File: src/rtl/interrupt_controller_if.sv
// CPU-side bus of the interrupt controller: mask programming, request
// presentation and the acknowledge / end-of-interrupt handshake.
// The controller connects through the slave modport, the CPU or bench through master.
interface interrupt_controller_if;
  logic        i_mask_we;
  logic [1:0]  i_mask;
  logic        i_ack;
  logic        i_eoi;
  logic        o_int_req;
  logic [15:0] o_int_vector;
  logic        o_int_id;
  logic [1:0]  o_pending;
  logic [1:0]  o_mask;
  logic        o_busy;

  modport master (
    output i_mask_we, i_mask, i_ack, i_eoi,
    input  o_int_req, o_int_vector, o_int_id, o_pending, o_mask, o_busy
  );

  modport slave (
    input  i_mask_we, i_mask, i_ack, i_eoi,
    output o_int_req, o_int_vector, o_int_id, o_pending, o_mask, o_busy
  );
endinterface

File: src/rtl/interrupt_controller.sv
// Two-source interrupt controller.
// Each asynchronous request passes through a 2-flop synchronizer and a
// registered rising-edge detector; detected edges latch into pending bits
// independently of the mask. An IDLE -> REQ -> SERVICE state machine presents
// the highest-priority unmasked source (A over B) to the CPU and tracks its
// service until end-of-interrupt.
// Optional feature macro: INTC_NESTING_EN adds one level of nesting, letting A
// preempt an in-service B (state SERVICE_NESTED, one-entry id/vector stack).
module interrupt_controller #(
  parameter logic [15:0] VEC_A = 16'hFF00,
  parameter logic [15:0] VEC_B = 16'hFF04
) (
  input  logic                  clk,
  input  logic                  rst,
  input  logic                  i_inta,
  input  logic                  i_intb,
  interrupt_controller_if.slave bus
);

`ifdef INTC_NESTING_EN
  typedef enum logic [1:0] {
    IDLE           = 2'd0,
    REQ            = 2'd1,
    SERVICE        = 2'd2,
    SERVICE_NESTED = 2'd3
  } state_t;
`else
  typedef enum logic [1:0] {
    IDLE    = 2'd0,
    REQ     = 2'd1,
    SERVICE = 2'd2
  } state_t;
`endif

  // Synchronizer / edge detector state, bit0 = A, bit1 = B.
  logic [1:0]  sync1_r;
  logic [1:0]  sync2_r;
  logic [1:0]  prev_r;
  // Counts the edges since reset so the detector only compares real samples.
  logic [2:0]  vld_r;
  logic [1:0]  edge_s;

  logic [1:0]  pending_r;
  logic [1:0]  clr_s;
  logic [1:0]  mask_r;
  logic [1:0]  unmasked_s;

  state_t      state_r;
  logic        req_r;
  logic [15:0] vector_r;
  logic        id_r;
  logic        busy_r;

`ifdef INTC_NESTING_EN
  logic        stack_id_r;
  logic [15:0] stack_vec_r;
`endif

  // Synchronize both request lines and keep the previous synchronized value.
  always_ff @(posedge clk) begin
    if (rst) begin
      sync1_r <= 2'b00;
      sync2_r <= 2'b00;
      prev_r  <= 2'b00;
      vld_r   <= 3'b000;
    end else begin
      sync1_r <= {i_intb, i_inta};
      sync2_r <= sync1_r;
      prev_r  <= sync2_r;
      vld_r   <= {vld_r[1:0], 1'b1};
    end
  end

  // Rising edge only once both compared samples were taken after reset, so a
  // line held high through reset is not mistaken for a new edge.
  always_comb begin
    edge_s = 2'b00;
    if (vld_r[2]) begin
      edge_s = sync2_r & ~prev_r;
    end else begin
      edge_s = 2'b00;
    end
  end

  // Pending bit to clear on acknowledge of the presented source.
  always_comb begin
    clr_s = 2'b00;
    case (state_r)
      REQ: begin
        if (bus.i_ack) begin
          clr_s = id_r ? 2'b10 : 2'b01;
        end else begin
          clr_s = 2'b00;
        end
      end
`ifdef INTC_NESTING_EN
      SERVICE: begin
        // A nested request is always source A.
        if (req_r && bus.i_ack) begin
          clr_s = 2'b01;
        end else begin
          clr_s = 2'b00;
        end
      end
`endif
      default: begin
        clr_s = 2'b00;
      end
    endcase
  end

  // Pending latch: a new edge wins over a same-cycle clear; repeat edges are absorbed.
  always_ff @(posedge clk) begin
    if (rst) begin
      pending_r <= 2'b00;
    end else begin
      pending_r <= (pending_r & ~clr_s) | edge_s;
    end
  end

  // Mask register, all sources masked out of reset.
  always_ff @(posedge clk) begin
    if (rst) begin
      mask_r <= 2'b11;
    end else if (bus.i_mask_we) begin
      mask_r <= bus.i_mask;
    end else begin
      mask_r <= mask_r;
    end
  end

  assign unmasked_s = pending_r & ~mask_r;

  // Request / service state machine with registered CPU-facing outputs.
  always_ff @(posedge clk) begin
    if (rst) begin
      state_r     <= IDLE;
      req_r       <= 1'b0;
      vector_r    <= 16'h0000;
      id_r        <= 1'b0;
      busy_r      <= 1'b0;
`ifdef INTC_NESTING_EN
      stack_id_r  <= 1'b0;
      stack_vec_r <= 16'h0000;
`endif
    end else begin
      case (state_r)
        IDLE: begin
          if (unmasked_s != 2'b00) begin
            state_r <= REQ;
            req_r   <= 1'b1;
            if (unmasked_s[0]) begin
              id_r     <= 1'b0;
              vector_r <= VEC_A;
            end else begin
              id_r     <= 1'b1;
              vector_r <= VEC_B;
            end
          end
        end
        REQ: begin
          // The presented source is held until acknowledged, whatever the mask does.
          if (bus.i_ack) begin
            state_r <= SERVICE;
            req_r   <= 1'b0;
            busy_r  <= 1'b1;
          end
        end
        SERVICE: begin
`ifdef INTC_NESTING_EN
          if (req_r) begin
            // Nested A is being presented over the in-service B.
            if (bus.i_ack) begin
              state_r <= SERVICE_NESTED;
              req_r   <= 1'b0;
            end else if (bus.i_eoi) begin
              // B finished first; A stays pending and is re-arbitrated from IDLE.
              state_r <= IDLE;
              req_r   <= 1'b0;
              busy_r  <= 1'b0;
            end
          end else if (bus.i_eoi) begin
            state_r <= IDLE;
            busy_r  <= 1'b0;
          end else if (id_r && unmasked_s[0]) begin
            // The outputs are about to show A, so B's context is stacked now;
            // it is only used once the nested acknowledge has happened.
            req_r       <= 1'b1;
            stack_id_r  <= id_r;
            stack_vec_r <= vector_r;
            id_r        <= 1'b0;
            vector_r    <= VEC_A;
          end
`else
          if (bus.i_eoi) begin
            state_r <= IDLE;
            busy_r  <= 1'b0;
          end
`endif
        end
`ifdef INTC_NESTING_EN
        SERVICE_NESTED: begin
          // Return to the preempted source with busy still asserted.
          if (bus.i_eoi) begin
            state_r  <= SERVICE;
            id_r     <= stack_id_r;
            vector_r <= stack_vec_r;
          end
        end
`endif
        default: begin
          state_r <= IDLE;
          req_r   <= 1'b0;
          busy_r  <= 1'b0;
        end
      endcase
    end
  end

  assign bus.o_int_req    = req_r;
  assign bus.o_int_vector = vector_r;
  assign bus.o_int_id     = id_r;
  assign bus.o_pending    = pending_r;
  assign bus.o_mask       = mask_r;
  assign bus.o_busy       = busy_r;

endmodule

File: src/flat_wrapper.sv
// flat-port wrapper written by rule: the top's interface ports become plain ports
module interrupt_controller_flat 
#(
  parameter logic [15:0] VEC_A = 16'hFF00,
  parameter logic [15:0] VEC_B = 16'hFF04
)
  (clk, rst, i_inta, i_intb, bus_i_mask_we, bus_i_mask, bus_i_ack, bus_i_eoi, bus_o_int_req, bus_o_int_vector, bus_o_int_id, bus_o_pending, bus_o_mask, bus_o_busy);
  interrupt_controller_if bus_i ();
  input  logic clk;
  input  logic rst;
  input  logic i_inta;
  input  logic i_intb;
  input wire logic [$bits(bus_i.i_mask_we)-1:0] bus_i_mask_we;
  input wire logic [$bits(bus_i.i_mask)-1:0] bus_i_mask;
  input wire logic [$bits(bus_i.i_ack)-1:0] bus_i_ack;
  input wire logic [$bits(bus_i.i_eoi)-1:0] bus_i_eoi;
  output wire logic [$bits(bus_i.o_int_req)-1:0] bus_o_int_req;
  output wire logic [$bits(bus_i.o_int_vector)-1:0] bus_o_int_vector;
  output wire logic [$bits(bus_i.o_int_id)-1:0] bus_o_int_id;
  output wire logic [$bits(bus_i.o_pending)-1:0] bus_o_pending;
  output wire logic [$bits(bus_i.o_mask)-1:0] bus_o_mask;
  output wire logic [$bits(bus_i.o_busy)-1:0] bus_o_busy;
  assign bus_i.i_mask_we = bus_i_mask_we;
  assign bus_i.i_mask = bus_i_mask;
  assign bus_i.i_ack = bus_i_ack;
  assign bus_i.i_eoi = bus_i_eoi;
  assign bus_o_int_req = bus_i.o_int_req;
  assign bus_o_int_vector = bus_i.o_int_vector;
  assign bus_o_int_id = bus_i.o_int_id;
  assign bus_o_pending = bus_i.o_pending;
  assign bus_o_mask = bus_i.o_mask;
  assign bus_o_busy = bus_i.o_busy;
  interrupt_controller #(.VEC_A(VEC_A), .VEC_B(VEC_B)) u_core (.clk(clk), .rst(rst), .i_inta(i_inta), .i_intb(i_intb), .bus(bus_i));
endmodule
File: config.mk
export PLATFORM = sky130hd
export DESIGN_NAME = interrupt_controller_flat
export DESIGN_NICKNAME = d
export VERILOG_FILES = /design/src/rtl/interrupt_controller_if.sv /design/src/rtl/interrupt_controller.sv /design/src/flat_wrapper.sv
export SDC_FILE = /design/constraint.sdc
export NUM_CORES = 1
export LEC_CHECK = 0
export ABC_AREA = 1
export BUFFER_PORTS_ARGS = -buffer_cell sky130_fd_sc_hd__buf_2
export CAP_MARGIN = 20
export CELL_PAD_IN_SITES_DETAIL_PLACEMENT = 1
export CELL_PAD_IN_SITES_GLOBAL_PLACEMENT = 1
export CORE_MARGIN = 5
export CORE_UTILIZATION = 28
export DETAILED_ROUTE_END_ITERATION = 8
export MAX_ROUTING_LAYER = met4
export PLACE_DENSITY = 0.75
export SLEW_MARGIN = 20
export SYNTH_ARGS = -nofsm -noshare
export SYNTH_HDL_FRONTEND = slang
export SYNTH_SLANG_ARGS = --single-unit
File: constraint.sdc
create_clock -name clk -period 0.9 [get_ports clk]
set_clock_uncertainty 0.1 [all_clocks]
set_input_delay 0.18 -clock clk [delete_from_list [all_inputs] [get_ports clk]]
set_output_delay 0.18 -clock clk [all_outputs]
set_load 0.005 [all_outputs]
==> flow_metrics.py, run 1 <==
metrics = {
    "timing": {
        "final-hold-violation-count": 1,
        "fin_crit_sh": 1.27,
        "finalSetupViolations": 23,
        "max_freq_mhz": 872,
        "layout_min_cycle_time_ns": 1.15,
        "rsz0062_at_grt": "true",
        "timing.hold.ws_ns": -0.00713,
        "layout_setup_ws_ns": -0.247,
        "final-max-slew-violation-count": 0,
    },
    "die": {
        "initial_core_util": 0.298,
        "dieArea_mm2": 0.00385,
        "io_pins": 32,
        "num_rows": 18,
        "die_w_um": 62.0,
        "core-area_mm2": 0.00254,
        "die_height_um": 62.0,
    },
    "clock_tree": {
        "cts_buffers": 3,
        "insertion_delay_ns": 0.30,
        "clock_sinks": 19,
        "cts_tree": "yes",
        "htree_levels": 1,
        "clkTransAtPathRegs_ns": 0.11,
        "root_buffer": "clkbuf_4",
        "cts_buffer_depth": 2,
        "hold_buffers": 4,
    },
    "finish": {
        "area_growth_syn_to_layout_pct": 51.0,
        "antenna_cells": 0,
        "final_nets": 137,
        "drive_gt1_frac": 0.512,
        "fin_area_mm2": 0.00114,
        "final_cells": 157,
        "fill_cells": 311,
    },
    "synthesis": {
        "synth_common_cells": "19 x dfxtp_1, 15 x buf_4, 14 x inv_1",
        "syn_area_um2": 758,
        "synth.top_cell.area_share": 0.502,
        "yosysTopAreaCell": "dfxtp_1",
        "synth_edf_count": 0,
        "synth_cell_types": 15,
        "synth.area.top_cells": "dfxtp_1 50%, buf_4 15%, inv_1 6.9%",
        "yosys_warnings": 0,
        "synthCells": 95,
        "async_flop_share": 0,
        "synthFlopType": "dfxtp_1",
        "synth-seq-cells": 19,
        "avgSynthCellArea_um2": 7.98,
        "yosysSeqAreaShare": 0.502,
        "synth.most_common_cell": "dfxtp_1",
    },
    "global_routing": {
        "grtUsageTotal": 0.106,
        "antenna_found_initial": 0,
        "grt_pass1_vias": 652,
        "grt_pass1_wl_um": 2790,
        "grt_max_degree": 13,
        "gr-total-overflow": 0,
    },
    "route": {
        "drtIter0Drc": 15,
        "routedWlPerCell_um": 12.4,
        "detail-route-antenna-nets": 0,
        "drt_first_pass_iters": 2,
        "drcViolationCount": 0,
        "via_count": 669,
        "drt_wl_total_um": 1950,
        "avgViaCountPerCell": 4.26,
    },
    "status": {
        "violations": "hold timing, setup timing",
        "status": "complete, but fails checks",
    },
    "pwr": {
        "p_leak_nw": 0.521,
        "vdd.ir_drop.worst_mv": 0.858,
        "p_total_mw": 1.44,
        "power.density_mw_per_mm2": 1260,
    },
    "setup_path": {
        "crit_family": "flip-flops",
        "crit_required_ns": 0.62,
        "critPathMaxStageDelay_ns": 0.35,
        "slowest_stage": "dfxtp_2",
        "path_class": "flop to primary output",
        "path_cells": "buf_6 -> buf_6",
        "end_kind": "primary output",
        "startpoint_type": "flop",
        "path_max_fanout": 2,
        "critPathArrivalTime_ns": 0.87,
        "critPathBufInv": 2,
        "cp_common_cell": "buf_6",
    },
    "placement": {
        "placed_area_um2": 865,
        "place.gp.congestion": 0.744,
        "placedCellCount": 144,
        "dp_hpwl_um": 1330,
        "port_buffers": 24,
    },
    "worst_hold_path": {
        "hold_path_class": "primary input to flop",
    },
    "job": {
        "max_cap_violations": 0,
    },
}
final timing paths:
kind | startpoint | slack (ns) | end | cells past startpoint
max reg2reg | u_core.state_r[1]$_SDFFE_PP0P_ | -0.14 | u_core.state_r[0]$_SDFFE_PP0P_ | 4
max | u_core.bus.o_pending[1]$_SDFF_PP0_ | -0.25 | bus_o_pending[1] | 2
min | bus_i_mask[0] | -0.007 | u_core.bus.o_mask[0]$_SDFFE_PP1P_ | 3
min reg2reg | u_core.vld_r[1]$_SDFF_PP0_ | 0.31 | u_core.vld_r[2]$_SDFF_PP0_ | 2
registers in the layout (all words and copies together), names as in the netlist:
signal,flops
u_core.bus.o_busy,1
u_core.vld_r,3
u_core.state_r,2
u_core.bus.o_int_req,1
u_core.prev_r,2
u_core.sync1_r,2
u_core.bus.o_mask,2
u_core.bus.o_int_vector,2
u_core.sync2_r,2
u_core.bus.o_pending,2
timing repair:
action                                  CTS  global route
setup buffers                             4             1
pin swaps                                 9             6
gates resized for setup                  36            15
endpoints found under the setup margin   23            24
hold endpoints to repair                  4             1
layout make-up:
type                    count  area (um2)  share of cell area
clock buffers               3        22.5              0.0197
clock inverters             1        5.00             0.00437
inverters                  15        58.8              0.0514
multi-input cells          50         298               0.260
flip-flops and latches     19         400               0.350
well taps                  30        37.5              0.0328
repair buffers             39         323               0.282
per-layer routing:
layer  track usage  routed length, um  vias to the layer above  share of wire
met2         0.194               1120                       22           0.57
met1         0.101                645                      310           0.33
li1              -                  -                      331              -
met4        0.0273                 53                        0          0.027
met3        0.0434                130                        6          0.067
met5             -                  0                        -              0
cells in the final DEF, fill, tap and decap left out, types with 2 or more instances in the layout:
| cell type | count |
|---|---|
| buf_2 | 16 |
| clkbuf_4 | 3 |
| conb_1 | 7 |
| buf_6 | 16 |
| inv_2 | 2 |
| nor2_1 | 10 |
| dfxtp_1 | 9 |
| buf_4 | 3 |
| o21ai_0 | 2 |
| nor2_4 | 3 |
| inv_1 | 12 |
| a21oi_2 | 3 |
| o21ai_2 | 2 |
| dfxtp_2 | 7 |
| a21oi_1 | 5 |
| nand2_1 | 8 |
| dlygate4sd3_1 | 4 |
| dfxtp_4 | 3 |
power breakdown:
group	leakage, nW	internal, mW	switching (mW)
sequential	0.160	0.860	0.0139
clock	0.0177	0.166	0.264
combinational	0.344	0.0669	0.0678
worst reg2reg max path: stages, from the launching register on:
cell     delay [ns]
dfxtp_4        0.39
inv_4          0.09
nand2_4        0.05
or2_1          0.23
a21oi_2        0.13
logic make-up after synthesis:
kind of cell | after synthesis | share of synthesized area
buf+inv | 32 | 0.236
simple gates | 28 | 0.152
flops | 19 | 0.502
compound gates | 15 | 0.106
other cells | 1 | 0.00495
stage by stage:
| step | setup TNS, ns | utilization | worst slack [ns] |
|---|---|---|---|
| floorplan | -0.00000122 | - | -0.00000122 |
| global placement | -0.153 | 0.340 | -0.0545 |
| detailed placement | -0.512 | 0.340 | -0.105 |
| CTS | -3.60 | 0.421 | -0.248 |
| global route | -4.58 | 0.450 | -0.293 |
| finish | -3.48 | 0.450 | -0.247 |
(Power assumes the default switching activity.)
==> run 2, diff against run 1 <==
--- a/config.mk
+++ b/config.mk
@@ -15,6 +15,7 @@
 export DETAILED_ROUTE_END_ITERATION = 8
 export MAX_ROUTING_LAYER = met4
 export PLACE_DENSITY = 0.75
+export REMOVE_ABC_BUFFERS = 1
 export SLEW_MARGIN = 20
 export SYNTH_ARGS = -nofsm -noshare
 export SYNTH_HDL_FRONTEND = slang
==> run 2 against run 1 <==
  * Flip-flop and latch count did not move
  * The run still ends with hold timing, setup timing left
  * Critical endpoint unchanged
  * Maximum frequency rose by 0.86%
  * Wire length rose by 6.2%
==> flow_metrics.py, run 2 (synthesis gave the netlist of run 1 again) <==
metrics = {
    "global_routing": {
        "grt_pass1_vias": 666,
        "grtUsageTotal": 0.113,
        "grt_pass1_wl_um": 2960,
        "antenna_found_initial": 0,
        "gr-total-overflow": 0,
        "grt_max_degree": 11,
    },
    "finish": {
        "fill_cells": 309,
        "drive_gt1_frac": 0.524,
        "area_growth_syn_to_layout_pct": 49.5,
        "final_nets": 136,
        "antenna_cells": 0,
        "fin_util": 0.445,
        "mostFrequentLayoutCells": "19 x buf_2, 14 x inv_1, 11 x nor2_1",
        "final_common_cell": "buf_2",
        "largest-register": "u_core.vld_r",
        "final_cells": 156,
        "largest_reg_flops": 3,
    },
    "die": {
        "num_rows": 18,
        "die_w_um": 62.0,
        "dieArea_mm2": 0.00385,
        "initial_core_util": 0.298,
        "io_pins": 32,
        "core-area_mm2": 0.00254,
        "die_height_um": 62.0,
    },
    "timing": {
        "rsz0062_at_grt": "true",
        "final-max-slew-violation-count": 0,
        "timing.hold.ws_ns": -0.0118,
        "layout_min_cycle_time_ns": 1.14,
        "layout_setup_ws_ns": -0.238,
        "fin_setup_tns_ns": -3.52,
        "fin_crit_sh": 1.26,
        "final-hold-violation-count": 1,
        "max_freq_mhz": 879,
        "finalSetupViolations": 23,
    },
    "placement": {
        "port_buffers": 24,
        "placedCellCount": 143,
        "dp_slack_ns": -0.108,
        "dp_hpwl_um": 1310,
        "place.gp.congestion": 0.803,
    },
    "worst_hold_path": {
        "hold_path_class": "primary input to flop",
    },
    "setup_path": {
        "critPathArrivalTime_ns": 0.86,
        "startpoint_type": "flop",
        "path_max_fanout": 2,
        "path_class": "flop to primary output",
        "crit_required_ns": 0.62,
        "end_kind": "primary output",
    },
    "clock_tree": {
        "clkTransAtPathRegs_ns": 0.11,
        "root_buffer": "clkbuf_4",
        "insertion_delay_ns": 0.30,
        "cts_buffers": 3,
        "cts_tree": "yes",
        "clock_sinks": 19,
        "cts_buffer_depth": 2,
        "htree_levels": 1,
    },
    "route": {
        "avgViaCountPerCell": 4.28,
        "via_count": 668,
        "detail-route-antenna-nets": 0,
        "drt_wl_total_um": 2070,
        "drtIter0Drc": 2,
        "routedWlPerCell_um": 13.3,
        "drt_first_pass_iters": 2,
        "drcViolationCount": 0,
    },
    "pwr": {
        "vdd.ir_drop.worst_mv": 1.12,
        "p_leak_nw": 0.519,
        "power.density_mw_per_mm2": 1270,
    },
    "job": {
        "max_cap_violations": 0,
    },
    "status": {
        "status": "complete, but fails checks",
        "violations": "hold timing, setup timing",
    },
}
run 2: changes by cell type in the layout (fill, tap and decap cells not counted), sizes merged:
cell         change
clkinv           -1
clkbuf           +1
dlygate4sd3      -2
buf              +1
run 2: repair_timing:
item	4_1_cts	5_1_grt
hold buffers	3	0
hold endpoints to repair	4	0
setup buffers	3	4
gates resized for setup	35	15
setup endpoints to repair	24	26
pin swaps	5	6
run 2: path summary, 6_finish.rpt:
check	from	depth (start not counted)	end	slack (ns)
worst max-delay path	u_core.bus.o_pending[1]$_SDFF_PP0_	2	bus_o_pending[1]	-0.24
worst min-delay path	bus_i_mask[0]	3	u_core.bus.o_mask[0]$_SDFFE_PP1P_	-0.01
worst max register to register	u_core.state_r[1]$_SDFFE_PP0P_	4	u_core.state_r[0]$_SDFFE_PP0P_	-0.14
worst min register to register	u_core.sync1_r[0]$_SDFF_PP0_	2	u_core.sync2_r[0]$_SDFF_PP0_	0.30
run 2: metrics by stage:
stage / area (um2) / total power, mW
finish: 1130 / 1.44
global route: 1130 / 1.51
CTS: 1040 / 1.45
detailed placement: 853 / 0.993
global placement: 853 / 0.987
floorplan: 658 / 0.930
run 2: area by class of cell:
cell class | instances | area, um2 | share of cell area
Sequential cell | 19 | 403 | 0.355
Tap cell | 30 | 37.5 | 0.0331
Clock buffer | 4 | 26.3 | 0.0232
Inverter | 15 | 58.8 | 0.0519
Timing Repair Buffer | 38 | 293 | 0.258
Multi-Input combinational cell | 50 | 315 | 0.278
run 2: critical path: stages, from the launching register on:
cell	delay, ns
dfxtp_2	0.34
buf_6	0.11
buf_6	0.10
run 2: power by group:
group / internal, mW / leakage [nW] / total [mW] / switching [mW]
Sequential: 0.858 / 0.160 / 0.871 / 0.0126
Clock: 0.173 / 0.0150 / 0.433 / 0.260
Combinational: 0.0589 / 0.343 / 0.133 / 0.0742
Total: 1.09 / 0.519 / 1.44 / 0.347
run 2: per-layer routing:
metal,track usage,vias to the layer above,part of all wire
li1,-,328,-
met1,0.109,317,0.36
met2,0.209,18,0.56
met5,-,-,0
met4,0.0636,0,0.022
met3,0.0207,5,0.056
